**config.mk**
```make
export PLATFORM = sky130hd
export DESIGN_NAME = regfile_debug_port
export DESIGN_NICKNAME = d
export VERILOG_FILES = /design/src/rtl/dbg_pkg.sv /design/src/rtl/dbg_timeout_counter.sv /design/src/rtl/regfile_debug_port.sv
export SDC_FILE = /design/constraint.sdc
export NUM_CORES = 1
export LEC_CHECK = 0
export CORE_ASPECT_RATIO = 0.7
export CORE_MARGIN = 5
export CORE_UTILIZATION = 40
export DETAILED_ROUTE_END_ITERATION = 16
export HOLD_SLACK_MARGIN = 0.05
export PLACE_DENSITY_LB_ADDON = 0.1
export SLEW_MARGIN = 10
export SYNTH_ARGS = -nofsm -noshare
export SYNTH_HDL_FRONTEND = slang
export SYNTH_SLANG_ARGS = --single-unit
```
**constraint.sdc**
```tcl
create_clock -name clock -period 1.65 [get_ports clock]
set_input_delay 0.33 -clock clock [delete_from_list [all_inputs] [get_ports clock]]
set_output_delay 0.33 -clock clock [all_outputs]
set_load 0.005 [all_outputs]
```
**src/rtl/dbg_pkg.sv**
```systemverilog
// Shared types and constants for the register-file debug responder.
package dbg_pkg;

  // Register index width for a 32-entry architectural register file.
  localparam int REG_IDX_W = 5;

  // Width of the register data carried in a response beat.
  localparam int DATA_W = 32;

  // Command sequencing states.
  typedef enum logic [2:0] {
    ST_IDLE    = 3'd0,
    ST_STALL   = 3'd1,
    ST_READ    = 3'd2,
    ST_RESP    = 3'd3,
    ST_RELEASE = 3'd4
  } dbg_state_e;

  // One response beat as presented on the resp_* outputs.
  typedef struct packed {
    logic [REG_IDX_W-1:0] reg_idx;
    logic [DATA_W-1:0]    data;
    logic                 last;
    logic                 mismatch;
    logic                 timeout;
  } dbg_resp_t;

endpackage

```
**src/rtl/dbg_timeout_counter.sv**
```systemverilog
// Counts cycles spent waiting for the pipeline to acknowledge a stall.
// terminal rises once LIMIT-1 enabled cycles have elapsed after a clear
// and holds until the next clear.
module dbg_timeout_counter #(
  parameter int LIMIT = 64
) (
  input  logic clock,
  input  logic reset,
  input  logic clear,
  input  logic enable,
  output logic terminal
);

  localparam int CW = (LIMIT > 1) ? $clog2(LIMIT) : 1;

  logic [CW-1:0] count;

  assign terminal = (count == CW'(LIMIT - 1));

  // Cycle counter: cleared while idle, advances each waiting cycle, parks at terminal.
  always_ff @(posedge clock) begin
    // NOTE: flops use non-blocking assignment so every register samples pre-edge values.
    if (reset || clear) begin
      count <= '0;
    end else if (enable && !terminal) begin
      count <= count + 1'b1;
    end
  end

endmodule

```
**src/rtl/regfile_debug_port.sv**
```systemverilog
// On-chip debug responder: freezes the pipeline on command, reads one or all
// architectural registers through a dedicated regfile read port, optionally
// compares against an expected value, and streams results back one beat at a
// time over a valid/ready response channel.
module regfile_debug_port
  import dbg_pkg::*;
#(
  parameter int NUM_REGS    = 32,
  parameter int DATA_WIDTH  = DATA_W,  // must equal dbg_pkg::DATA_W (response struct width)
  parameter int ERR_WIDTH   = 16,
  parameter int ACK_TIMEOUT = 64
) (
  input  logic                  clock,
  input  logic                  reset,
  // Command channel from the debug initiator
  input  logic                  cmd_valid,
  output logic                  cmd_ready,
  input  logic                  cmd_all,
  input  logic [REG_IDX_W-1:0]  cmd_reg,
  input  logic                  cmd_check,
  input  logic [DATA_WIDTH-1:0] cmd_expected,
  // Pipeline stall handshake
  output logic                  stall_req,
  input  logic                  stall_ack,
  // Debug regfile read port (combinational read)
  output logic [REG_IDX_W-1:0]  rf_ctrl_read,
  input  logic [DATA_WIDTH-1:0] rf_data,
  // Response channel to the debug initiator
  output logic                  resp_valid,
  input  logic                  resp_ready,
  output logic [REG_IDX_W-1:0]  resp_reg,
  output logic [DATA_WIDTH-1:0] resp_data,
  output logic                  resp_last,
  output logic                  resp_mismatch,
  output logic                  resp_timeout,
  output logic [ERR_WIDTH-1:0]  error_count
);

  dbg_state_e state, state_next;

  // Latched command
  logic                  all_q;
  logic                  check_q;
  logic [DATA_WIDTH-1:0] expected_q;
  logic [REG_IDX_W-1:0]  idx;

  // Current response beat and mismatch tally
  dbg_resp_t             resp_q;
  logic [ERR_WIDTH-1:0]  err_q;

  // Handshake and timer controls
  logic accept;
  logic resp_fire;
  logic tmo_clear;
  logic tmo_enable;
  logic tmo_terminal;
  logic ack_timed_out;

  assign accept        = cmd_valid && cmd_ready;
  assign resp_fire     = resp_valid && resp_ready;
  assign ack_timed_out = (state == ST_STALL) && !stall_ack && tmo_terminal;

  dbg_timeout_counter #(
    .LIMIT (ACK_TIMEOUT)
  ) u_ack_timer (
    .clock    (clock),
    .reset    (reset),
    .clear    (tmo_clear),
    .enable   (tmo_enable),
    .terminal (tmo_terminal)
  );

  // State register.
  always_ff @(posedge clock) begin
    if (reset) begin
      state <= ST_IDLE;
    end else begin
      state <= state_next;
    end
  end

  // Next-state and state-decoded handshake outputs.
  always_comb begin
    // NOTE: every output gets a default before the case so no latch is inferred.
    state_next = state;
    cmd_ready  = 1'b0;
    stall_req  = 1'b0;
    resp_valid = 1'b0;
    tmo_clear  = 1'b0;
    tmo_enable = 1'b0;
    case (state)
      ST_IDLE: begin
        cmd_ready = 1'b1;
        tmo_clear = 1'b1;
        if (cmd_valid) state_next = ST_STALL;
      end
      ST_STALL: begin
        stall_req  = 1'b1;
        tmo_enable = 1'b1;
        // A late acknowledge on the terminal cycle still wins over the abort.
        if (stall_ack)         state_next = ST_READ;
        else if (tmo_terminal) state_next = ST_RESP;
      end
      ST_READ: begin
        stall_req  = 1'b1;
        state_next = ST_RESP;
      end
      ST_RESP: begin
        stall_req  = 1'b1;
        resp_valid = 1'b1;
        if (resp_ready) state_next = resp_q.last ? ST_RELEASE : ST_READ;
      end
      ST_RELEASE: begin
        state_next = ST_IDLE;
      end
      default: begin
        state_next = ST_IDLE;
      end
    endcase
  end

  // Command latch and register index walk across a dump.
  always_ff @(posedge clock) begin
    if (reset) begin
      all_q      <= 1'b0;
      check_q    <= 1'b0;
      expected_q <= '0;
      idx        <= '0;
    end else if (accept) begin
      all_q      <= cmd_all;
      check_q    <= cmd_check && !cmd_all;
      expected_q <= cmd_expected;
      idx        <= cmd_all ? '0 : cmd_reg;
    end else if ((state == ST_RESP) && resp_ready && !resp_q.last) begin
      idx <= idx + 1'b1;
    end
  end

  // Response beat: captured from the regfile in READ, or a zero-data abort beat.
  always_ff @(posedge clock) begin
    if (reset) begin
      resp_q <= '0;
    end else if (state == ST_READ) begin
      resp_q.reg_idx  <= idx;
      resp_q.data     <= rf_data;
      resp_q.last     <= !all_q || (idx == REG_IDX_W'(NUM_REGS - 1));
      resp_q.mismatch <= check_q && (rf_data != expected_q);
      resp_q.timeout  <= 1'b0;
    end else if (ack_timed_out) begin
      resp_q.reg_idx  <= idx;
      resp_q.data     <= '0;
      resp_q.last     <= 1'b1;
      resp_q.mismatch <= 1'b0;
      resp_q.timeout  <= 1'b1;
    end
  end

  // Saturating count of mismatched beats, bumped when the beat is consumed.
  always_ff @(posedge clock) begin
    if (reset) begin
      err_q <= '0;
    end else if (resp_fire && resp_q.mismatch && (err_q != {ERR_WIDTH{1'b1}})) begin
      err_q <= err_q + 1'b1;
    end
  end

  assign rf_ctrl_read  = idx;
  assign resp_reg      = resp_q.reg_idx;
  assign resp_data     = resp_q.data;
  assign resp_last     = resp_q.last;
  assign resp_mismatch = resp_q.mismatch;
  assign resp_timeout  = resp_q.timeout;
  assign error_count   = err_q;

endmodule

```
==> results.tsv, run 1 <==
metric	value	unit
outcome	finished, violations left	
failing checks	negative setup slack	
chip height	98.63	um
global-route wire length before repair	23.32	mm
Site Rows	32	
FILL cells	818	
CP Max Fanout	5	
Place WS	-0.7346	ns
worst relative slew slack	0.7199	
Critical Path End Type	flip-flop	
cts hold-fix bufs	0	
Net Sw Power	1.663	mW
Via density	5.036	
peak supply drop	640.9	uV
Area contributors post-synth	dfxtp_1 46%, xor2_1 7.8%, nand2_1 6.4%, nor2_1 5.9%, a22oi_2 5.6%	
H-tree Lvls	3	
clock network fraction of total power	0.377	
Synth Cell Area	4488	sq um
Sw Share	0.2547	
syn avg cell area	8.870	sq um
Worst EP arrival	2.05	ns
top cells by count, synth	104 x dfxtp_1, 76 x nand2_1, 70 x nor2_1, 44 x a21oi_1, 40 x xor2_1	
Seq pwr share	0.419	
final wirelength	15.28	mm
Yosys reg bits	104	
DP HPWL	10.11	mm
Hold Violations, Final	0	
number of synthesized flops with an enable pin	0	
Util after Layout	0.6940	
Tot GR Track Use	0.2193	
layout overhead on the synthesized area	70.25	%
drc violations	0	
starting density of the core	0.4076	
Final ANT Viol Nets	0	
Max Freq	555.9	MHz
Final period util	1.090	
max cap viols	0	
Die Area	13470	sq um
Fin Setup TNS	-3.592	ns
nets	812	
Pleak	3.286	nW
Unique masters post-synth	45	
Yosys top cell by area	dfxtp_1	
largest net degree at the start of global routing	52	
Logic pwr share	0.203	
share of cells above drive strength 1	0.2999	
Finish-stage setup viols	49	
ys flop type	dfxtp_1	
gpl congestion	0.7986	
IO Port Bufs	139	
synthesized net count	586	
Die X	136.6	um
vias in the first global route	4476	
DR WL/cell	17.17	um
ANT cells	0	
total CTS buffers	9	
Seq/Total Area, Yosys	0.4639	
critical path type	reg -> reg	
Max Buffers Root-to-Sink	2	
share of the synthesized area in the top cell type	0.4639	
Mapped Cells	506	
1st-pass router iterations	4	
Worst Path Required	1.90	ns
PwrDens	854.4	nW/um^2
most numerous cell in the Yosys netlist	dfxtp_1	
initial antenna violation count	0	
total grt overflow	0	
Iteration-0 DRC Markers	242	
fin worst setup slack	-0.1488	ns
internal power	4.866	mW
type of origin of the critical path	flip-flop	
Slew Viols, Final	0	
Clock Skews	0.006275	ns
CTS tree	built	
YS warnings	0	
async set-reset flop share out of synthesis	0	
Core Box Area	11010	sq um
TritonCTS Sinks	104	
Tot Pwr	6.529	mW
root buf cell	clkbuf_16	
type of the most critical hold path	in -> reg	
Vias	4482	
RSZ-0062 raised after global routing	true	
Worst-path clk slew	0.07	ns
number of I/O pins	140	
worst skew pair latency	0.35	ns
Least-Margin Pin Slew	0.4163	ns
Final min period	1.799	ns
## what timing repair did
action | in CTS | in global routing
setup buffers | 15 | 13
gates cloned | 2 | 1
gates resized for setup | 64 | 73
pin swaps | 25 | 26
endpoints found under the setup margin | 90 | 103
## metal layers
metal  part of all wire  track usage  vias up
li1                   -            -     2192
met1               0.47       0.3150     2133
met2               0.44       0.3187      134
met3              0.079      0.07092       23
met4              0.017      0.05190        0
met5                  0            0        -
## metrics by stage
step | cell area, sq um | hold slack (ns) | std cells
floorplan | 4494 | 0.4318 | 506
global placement | 6528 | 0.4384 | 846
detailed placement | 6528 | 0.4461 | 846
CTS | 7219 | 0.3284 | 878
global route | 7641 | 0.3507 | 890
finish | 7641 | 0.3382 | 890
## cells by family (layout without fill, tap and decap cells)
kind of cell / count (synthesis) / count (layout) / synth area share
AO/OA/AOI/OAI: 89 / 89 / 0.1475
buffers and inverters: 36 / 266 / 0.03903
AND/OR/NAND/NOR: 214 / 215 / 0.2205
flip-flops: 104 / 104 / 0.4639
adder cells (fa/ha/maj): 4 / 4 / 0.01115
XOR/XNOR: 51 / 51 / 0.09953
multiplexers: 8 / 8 / 0.01840
## cells in the final DEF, fill, tap and decap left out, types with 7 or more instances in the layout
cell | synthesis | layout
nor2_1 | 70 | 65
clkbuf_16 | 0 | 11
dfxtp_1 | 104 | 83
buf_4 | 0 | 83
xor2_1 | 40 | 40
a22oi_2 | 20 | 32
nand2_1 | 76 | 75
xnor2_1 | 11 | 10
nand4_1 | 9 | 9
a21oi_1 | 44 | 41
nor4_1 | 15 | 8
clkdlybuf4s50_1 | 0 | 120
dlymetal6s2s_1 | 0 | 13
buf_12 | 0 | 7
and3_1 | 10 | 8
dfxtp_2 | 0 | 18
buf_6 | 4 | 12
## cell type report
type / count / area (sq um) / share of cell area
timing repair buffer: 244 / 2394 / 0.3132
multi-input combinational: 367 / 2575 / 0.3370
tap: 153 / 191.4 / 0.02505
inverter: 6 / 22.52 / 0.002947
sequential: 104 / 2116 / 0.2769
clock buffer: 9 / 225.2 / 0.02947
clock inverter: 7 / 117.6 / 0.01539
## power by group through the flow
stage / sequential (mW) / combinational, mW / clock, mW
5_1_grt: 2.75 / 1.43 / 2.61
6_report: 2.74 / 1.33 / 2.46
2_1_floorplan: 2.78 / 0.518 / 0
4_1_cts: 2.73 / 1.22 / 2.50
3_3_place_gp: 2.78 / 1.08 / 0
3_5_place_dp: 2.79 / 1.10 / 0
## critical path: stages, from the launching register on
cell and delay (ns):
dfxtp_4 0.37, buf_6 0.12, nand4b_1 0.21, buf_4 0.18, or2_4 0.27, nor3_2 0.13
buf_4 0.15, a31oi_1 0.08, a211oi_1 0.19
## final timing paths
path | from | endpoint | slack, ns | depth (start not counted)
hold / removal | reset | resp_data[4] | 0.34 | 2
setup / recovery | state[2] | error_count[14] | -0.15 | 8
hold reg to reg | all_q | all_q | 0.46 | 2
setup reg to reg | state[2] | error_count[14] | -0.15 | 8
Power figures use the tool's default switching activity.
==> inputs of run 2 (changes only) <==
--- a/config.mk
+++ b/config.mk
@@ -5,9 +5,11 @@
 export SDC_FILE = /design/constraint.sdc
 export NUM_CORES = 1
 export LEC_CHECK = 0
+export CAP_MARGIN = 15
 export CORE_ASPECT_RATIO = 0.7
 export CORE_MARGIN = 5
 export CORE_UTILIZATION = 40
+export CTS_CLUSTER_SIZE = 14
 export DETAILED_ROUTE_END_ITERATION = 16
 export HOLD_SLACK_MARGIN = 0.05
 export PLACE_DENSITY_LB_ADDON = 0.1
==> results of run 2 <==
Same layout as run 1: the final DEF is identical, and so are final timing and power.
==> RTL change 1: new RTL, config.mk and constraints of run 1 <==
`ERR_WIDTH`: 16 -> 12.
--- a/src/rtl/regfile_debug_port.sv
+++ b/src/rtl/regfile_debug_port.sv
@@ -9,3 +9,3 @@
   parameter int DATA_WIDTH  = DATA_W,  // must equal dbg_pkg::DATA_W (response struct width)
-  parameter int ERR_WIDTH   = 16,
+  parameter int ERR_WIDTH   = 12,
   parameter int ACK_TIMEOUT = 64
Ports: changed (resized error_count); port bits go from 140 to 136. The function was not compared with the original's and may differ.
==> RTL change 1 against run 1 <==
- the flow still finishes with violations (setup timing)
- wire length is 15% lower
- area after synthesis is 3.9% lower
- worst hold slack better by 1.2 ps
- total power is 12% lower
- final area is 13% lower
- sequential cell count is 4 lower
- worst setup slack better by 68 ps
- count of clock-buffer cells in the layout is 4 higher
- utilization is 5.9 points lower
- cell count is 11% lower
- clock power is 20% lower
==> RTL change 1: results (changes against run 1) <==
Sum of negative setup slack: -651 ps (+2940 ps). In the synthesized netlist, the cells that appear most often are 100 x sky130_fd_sc_hd__dfxtp_1, 77 x sky130_fd_sc_hd__nand2_1, 66 x sky130_fd_sc_hd__nor2_1, 42 x sky130_fd_sc_hd__a21oi_1, 37 x sky130_fd_sc_hd__xor2_1. For the clock latency at the later pin of the worst-skew pair, the log shows 340 ps. Net count after synthesis: 563 (-3.9%).

The via density per instance works out to 5.10 (+1.4%). The worst-case clock buffer depth was 2 (unchanged); the least setup slack across all paths after layout was -80.5 ps (+68.3 ps). Worst setup slack before clock tree synthesis: -405 ps (+329 ps).

For the post-DP HPWL, the log shows 9550 um (-5.5%). The logs give 20.1% (-1.9 points) for the global router's overall resource usage and 195 (-19%) for the first-iteration detailed-routing DRC count. The layout net count came out at 737 (-9.2%). The setup skew after layout was 10.8 ps (+4.49 ps). The maximum level of the CTS H-tree was 3 (unchanged).

The total CTS buffers was 9 (unchanged); the instance area at placement was 6150 um2 (-5.7%). The share of synthesized flip-flops with an asynchronous set or reset is 0% (unchanged), and the number of optimization iterations in the first detailed-route pass is 4 (unchanged). The checks that failed: setup timing. The run gives 41 (-8.9%) as the number of library cell types mapped by synthesis. The leakage power of the design was 2.70 nW (-18%). In this run the worst hold path is classified as input port to register.

Max-slew headroom at the worst pin: 76.7% (+4.7 points). The tools report the maximum resistive drop on vdd as 0.456 mV (-29%). The sequential area share after synthesis came out at 46.4% (about the same). For the initial antenna violation count, the log shows 0 (unchanged).

The tools report the clock tree root driver cell as sky130_fd_sc_hd__clkbuf_16. The share of cells above drive strength 1 was 21.4% (-8.6 points). The pin count of the biggest net entering global routing was 53 (+1.9%); the count of endpoints failing setup in the final report was 32 (-35%). The tools report the final RePlAce weighted congestion as 0.797 (-0.19%). The clock slew at the register clock pins of the worst setup and hold paths is 70 ps (about the same). The highest fanout seen on the critical path came out at 18 (+13). After synthesis, the cell types taking the most area are sky130_fd_sc_hd__dfxtp_1 46%, sky130_fd_sc_hd__xor2_1 7.5%, sky130_fd_sc_hd__nand2_1 6.7%.

The flow ran to the end, but the final reports show violations. Final routed wire length divided by cell count: 16.3 um (-4.8%). The logs give 0 (unchanged) for the Yosys warning count and 0 (unchanged) for the antenna diode count.

For the final hold slack, the log shows 339 ps (+1.15 ps). The via count of the first global-routing pass was 4,182 (-6.6%); the count of port buffers added during placement was 135 (-2.9%). The first-pass GRT wire length was 21,200 um (-9.0%).
[RTL change 1: cell types whose count changed after synthesis, moves of 3 or more]
cell | run 1 | this run
sky130_fd_sc_hd__and3_1 | 10 | 7
sky130_fd_sc_hd__nor4_1 | 15 | 12
sky130_fd_sc_hd__nor2_1 | 70 | 66
sky130_fd_sc_hd__nand3_1 | 9 | 6
sky130_fd_sc_hd__dfxtp_1 | 104 | 100
sky130_fd_sc_hd__xor2_1 | 40 | 37
[RTL change 1: critical path, stage by stage (launching register included)]
cell and delay, ps:
sky130_fd_sc_hd__dfxtp_2 350, sky130_fd_sc_hd__or4b_4 560, sky130_fd_sc_hd__nor3_4 190, sky130_fd_sc_hd__nor2_4 70, sky130_fd_sc_hd__buf_12 180, sky130_fd_sc_hd__mux2i_2 190, sky130_fd_sc_hd__nor2_1 60
[RTL change 1: stage by stage]
step                std cells  utilization [%]  total power (W)
finish                    792             63.5          0.00575
detailed placement        774             59.0          0.00382
global route              792             63.5          0.00602
global placement          774             59.0          0.00380
CTS                       789             62.2          0.00579
floorplan                 483                -          0.00320
[RTL change 1: worst paths after layout]
path	start	endpoint	cells after the start
worst max-delay path	state[2]	resp_reg[1]	6
worst min register to register	all_q	all_q	2
worst max register to register	state[2]	resp_reg[1]	6
worst min-delay path	reset	resp_last	2
[RTL change 1: area by class of cell]
cell class	instances	area, um2
multi-input combinational	348	2280
inverter	5	18.8
tap	132	165
clock inverter	1	8.76
sequential	100	2030
timing repair buffer	193	1860
clock buffer	13	260
fill	887	3810
[RTL change 1: cells by family after synthesis]
| kind of cell | after synthesis | share of synthesized area [%] |
|---|---|---|
| AND/OR/NAND/NOR | 200 | 21.3 |
| flip-flops | 100 | 46.4 |
| AO/OA/AOI/OAI | 86 | 15.0 |
| XOR/XNOR | 50 | 10.2 |
| buffers and inverters | 35 | 3.98 |
| multiplexers | 8 | 1.92 |
| adder cells (fa/ha/maj) | 4 | 1.16 |
[RTL change 1: metal layers]
metal	global-route usage (%)	share of wire (%)	vias up
li1	-	-	1995
met1	26.0	46	1908
met2	31.2	44	122
met3	7.88	8.4	18
met4	5.16	1.5	0
met5	0	0	-
[RTL change 1: power by group]
group	internal [W]	leakage, nW	switching, W
sequential	0.00255	0.822	0.0000993
combinational	0.000617	1.75	0.000522
clock	0.00109	0.132	0.000867
total	0.00426	2.70	0.00149
[RTL change 1: repair_timing]
item | 4_1_cts | 5_1_grt
resized for setup | 25 | 33
cloned | 0 | 1
setup endpoints to repair | 50 | 72
pin swaps | 0 | 2
setup buffers | 1 | 2
==> RTL change 2: new RTL, flow settings as in run 1 <==
Made on the original files. Register the output `error_count` once more, cleared by the reset; this adds one clock of latency there. The other outputs are not delayed to match.
--- a/src/rtl/regfile_debug_port.sv
+++ b/src/rtl/regfile_debug_port.sv
@@ -172,3 +172,9 @@
   assign resp_timeout  = resp_q.timeout;
-  assign error_count   = err_q;
+  always_ff @(posedge clock) begin
+    if (reset) begin
+      error_count <= '0;
+    end else begin
+      error_count <= err_q;
+    end
+  end
 
Behaviour: not the same (a bounded check fails within 10 cycles, from zero or initial values and one cycle with reset high).
==> RTL change 2 against run 1 <==
- the flow still finishes with violations (setup timing)
- cell count rose by 6.0%
- clock skew rose by 2.3 ps
- largest cell class unchanged
- final area rose by 8.2%
- synthesized cell count rose by 6.3%
- first-iteration DRC count rose by 20%
- sequential cell count rose by 16
- count of clock-buffer cells in the layout rose by 10
- clock power rose by 65%
- worst setup slack improved by 22 ps
- die area rose by 6.4%
- total power rose by 29%
- combinational power fell by 7%
- critical path type unchanged
- wire length fell by 0.37%
- area after synthesis rose by 7.0%
==> RTL change 2: results (changes against run 1) <==
The final cell count without fillers came out at 943 (+6.0%). In this run the worst setup path terminates at err_q[10]. The total of plain and repair buffers excluding clock buffers came out at 247 (+1.2%). For the worst path arrival time, the log shows 2080 ps (+30 ps). For the count of filler cells inserted in the layout, the log shows 875 (+7.0%).

The slew at the pin with the worst max-slew slack was 417 ps (+1.00 ps). The tools report the worst setup slack before clock tree synthesis as -662 ps (+72.3 ps). The cell-internal power is 0.00642 W (+32%), and the number of cells traversed by the worst register-to-register path is 6 (-2).

The routed length on met3 is 1250 um (+3.5%), and the total CTS buffers is 17 (+8). For the instance area at placement, the log shows 7240 um2 (+11%). The via count of the first global-routing pass was 4,741 (+5.9%); the count of endpoints failing setup in the final report was 40 (-18%). In the post-synthesis netlist, the biggest area contributors are sky130_fd_sc_hd__dfxtp_1 50%, sky130_fd_sc_hd__xor2_1 6.6%, sky130_fd_sc_hd__nand2_1 5.8%. The path with the worst hold slack has its endpoint at err_q[4].

Clock latency at the later pin of the worst-skew pair: 410 ps (+60 ps). For the layout net count, the log shows 853 (+5.0%). The sum of negative setup slack is -1120 ps (+2470 ps), and the share of cells above drive strength 1 is 30.2% (+0.17 points). The run gives 7.88% (+0.79 points) as the fraction of met3 tracks used by global routing. The run gives 290 (+20%) as the first-iteration detailed-routing DRC count. The area share of buffers outside the clock network works out to 28.0% (-3.3 points). The via count was 4,707 (+5.0%); the total routed wire length on the met1 layer was 7210 um (+0.85%). The fraction of area in registers was 29.4% (+1.7 points); the final routed wire length divided by cell count was 16.1 um (-6.0%). The number of optimization iterations in the first detailed-route pass was 5 (+1); the share of total power in combinational logic was 14.7% (-5.6 points). Ranked by instance count, the synthesized netlist is headed by 120 x sky130_fd_sc_hd__dfxtp_1, 74 x sky130_fd_sc_hd__nand2_1, 72 x sky130_fd_sc_hd__nor2_1, 44 x sky130_fd_sc_hd__a21oi_1, 36 x sky130_fd_sc_hd__xor2_1. The checks that failed: setup timing. The mean area per synthesized cell was 8.93 um2 (+0.66%). The non-clock inverter count in the final layout is 8 (+2), and the least setup slack across all paths after layout is -127 ps (+21.5 ps). The clock network area share was 7.79% (+3.3 points). The pin count of the biggest net entering global routing came out at 33 (-37%).

The tools report the setup skew after layout as 8.58 ps (+2.30 ps). The leakage power of the design is 3.56 nW (+8.2%), and the global-route track usage on met2 is 32.0% (+0.12 points). For the number of clock buffer instances in the layout, the log shows 19 (+10). The clock network power share was 48.2% (+11 points); the reported clock group power was 0.00407 W (+65%). The number of multi-input combinational cells in the layout came out at 379 (+3.3%).

The run finished, with violations left. The logs give 10,500 um (+4.4%) for the post-DP HPWL and 899 (+6.3%) for the placed cell count. The final RePlAce weighted congestion came out at 0.806 (+0.90%). The tools report the amount of wire on met2 after detailed routing as 6630 um (-0.56%).
==> RTL change 2: repair_timing <==
| action | CTS | global route |
|---|---|---|
| setup endpoints to repair | 104 | 105 |
| gates resized for setup | 50 | 51 |
| pin swaps | 16 | 17 |
| cloned | 2 | 0 |
| setup buffers | 7 | 6 |
==> RTL change 2: kinds of logic (layout without fill, tap and decap cells) <==
| group | Yosys count | after routing | synth area share [%] |
|---|---|---|---|
| simple gates | 223 | 223 | 22.0 |
| compound gates | 92 | 92 | 12.3 |
| fa+ha+maj | 4 | 4 | 1.04 |
| flops | 120 | 120 | 50.0 |
| xor+xnor | 49 | 49 | 8.93 |
| buf+inv | 39 | 287 | 3.39 |
| mux | 11 | 11 | 2.37 |
==> RTL change 2: worst max-delay path: cells and delay by family (launching register included) <==
| kind | cells | cell delay, ps |
|---|---|---|
| multiplexers | 1 | 300 |
| AND/OR/NAND/NOR | 4 | 920 |
| flip-flops | 1 | 360 |
| buffers and inverters | 1 | 100 |
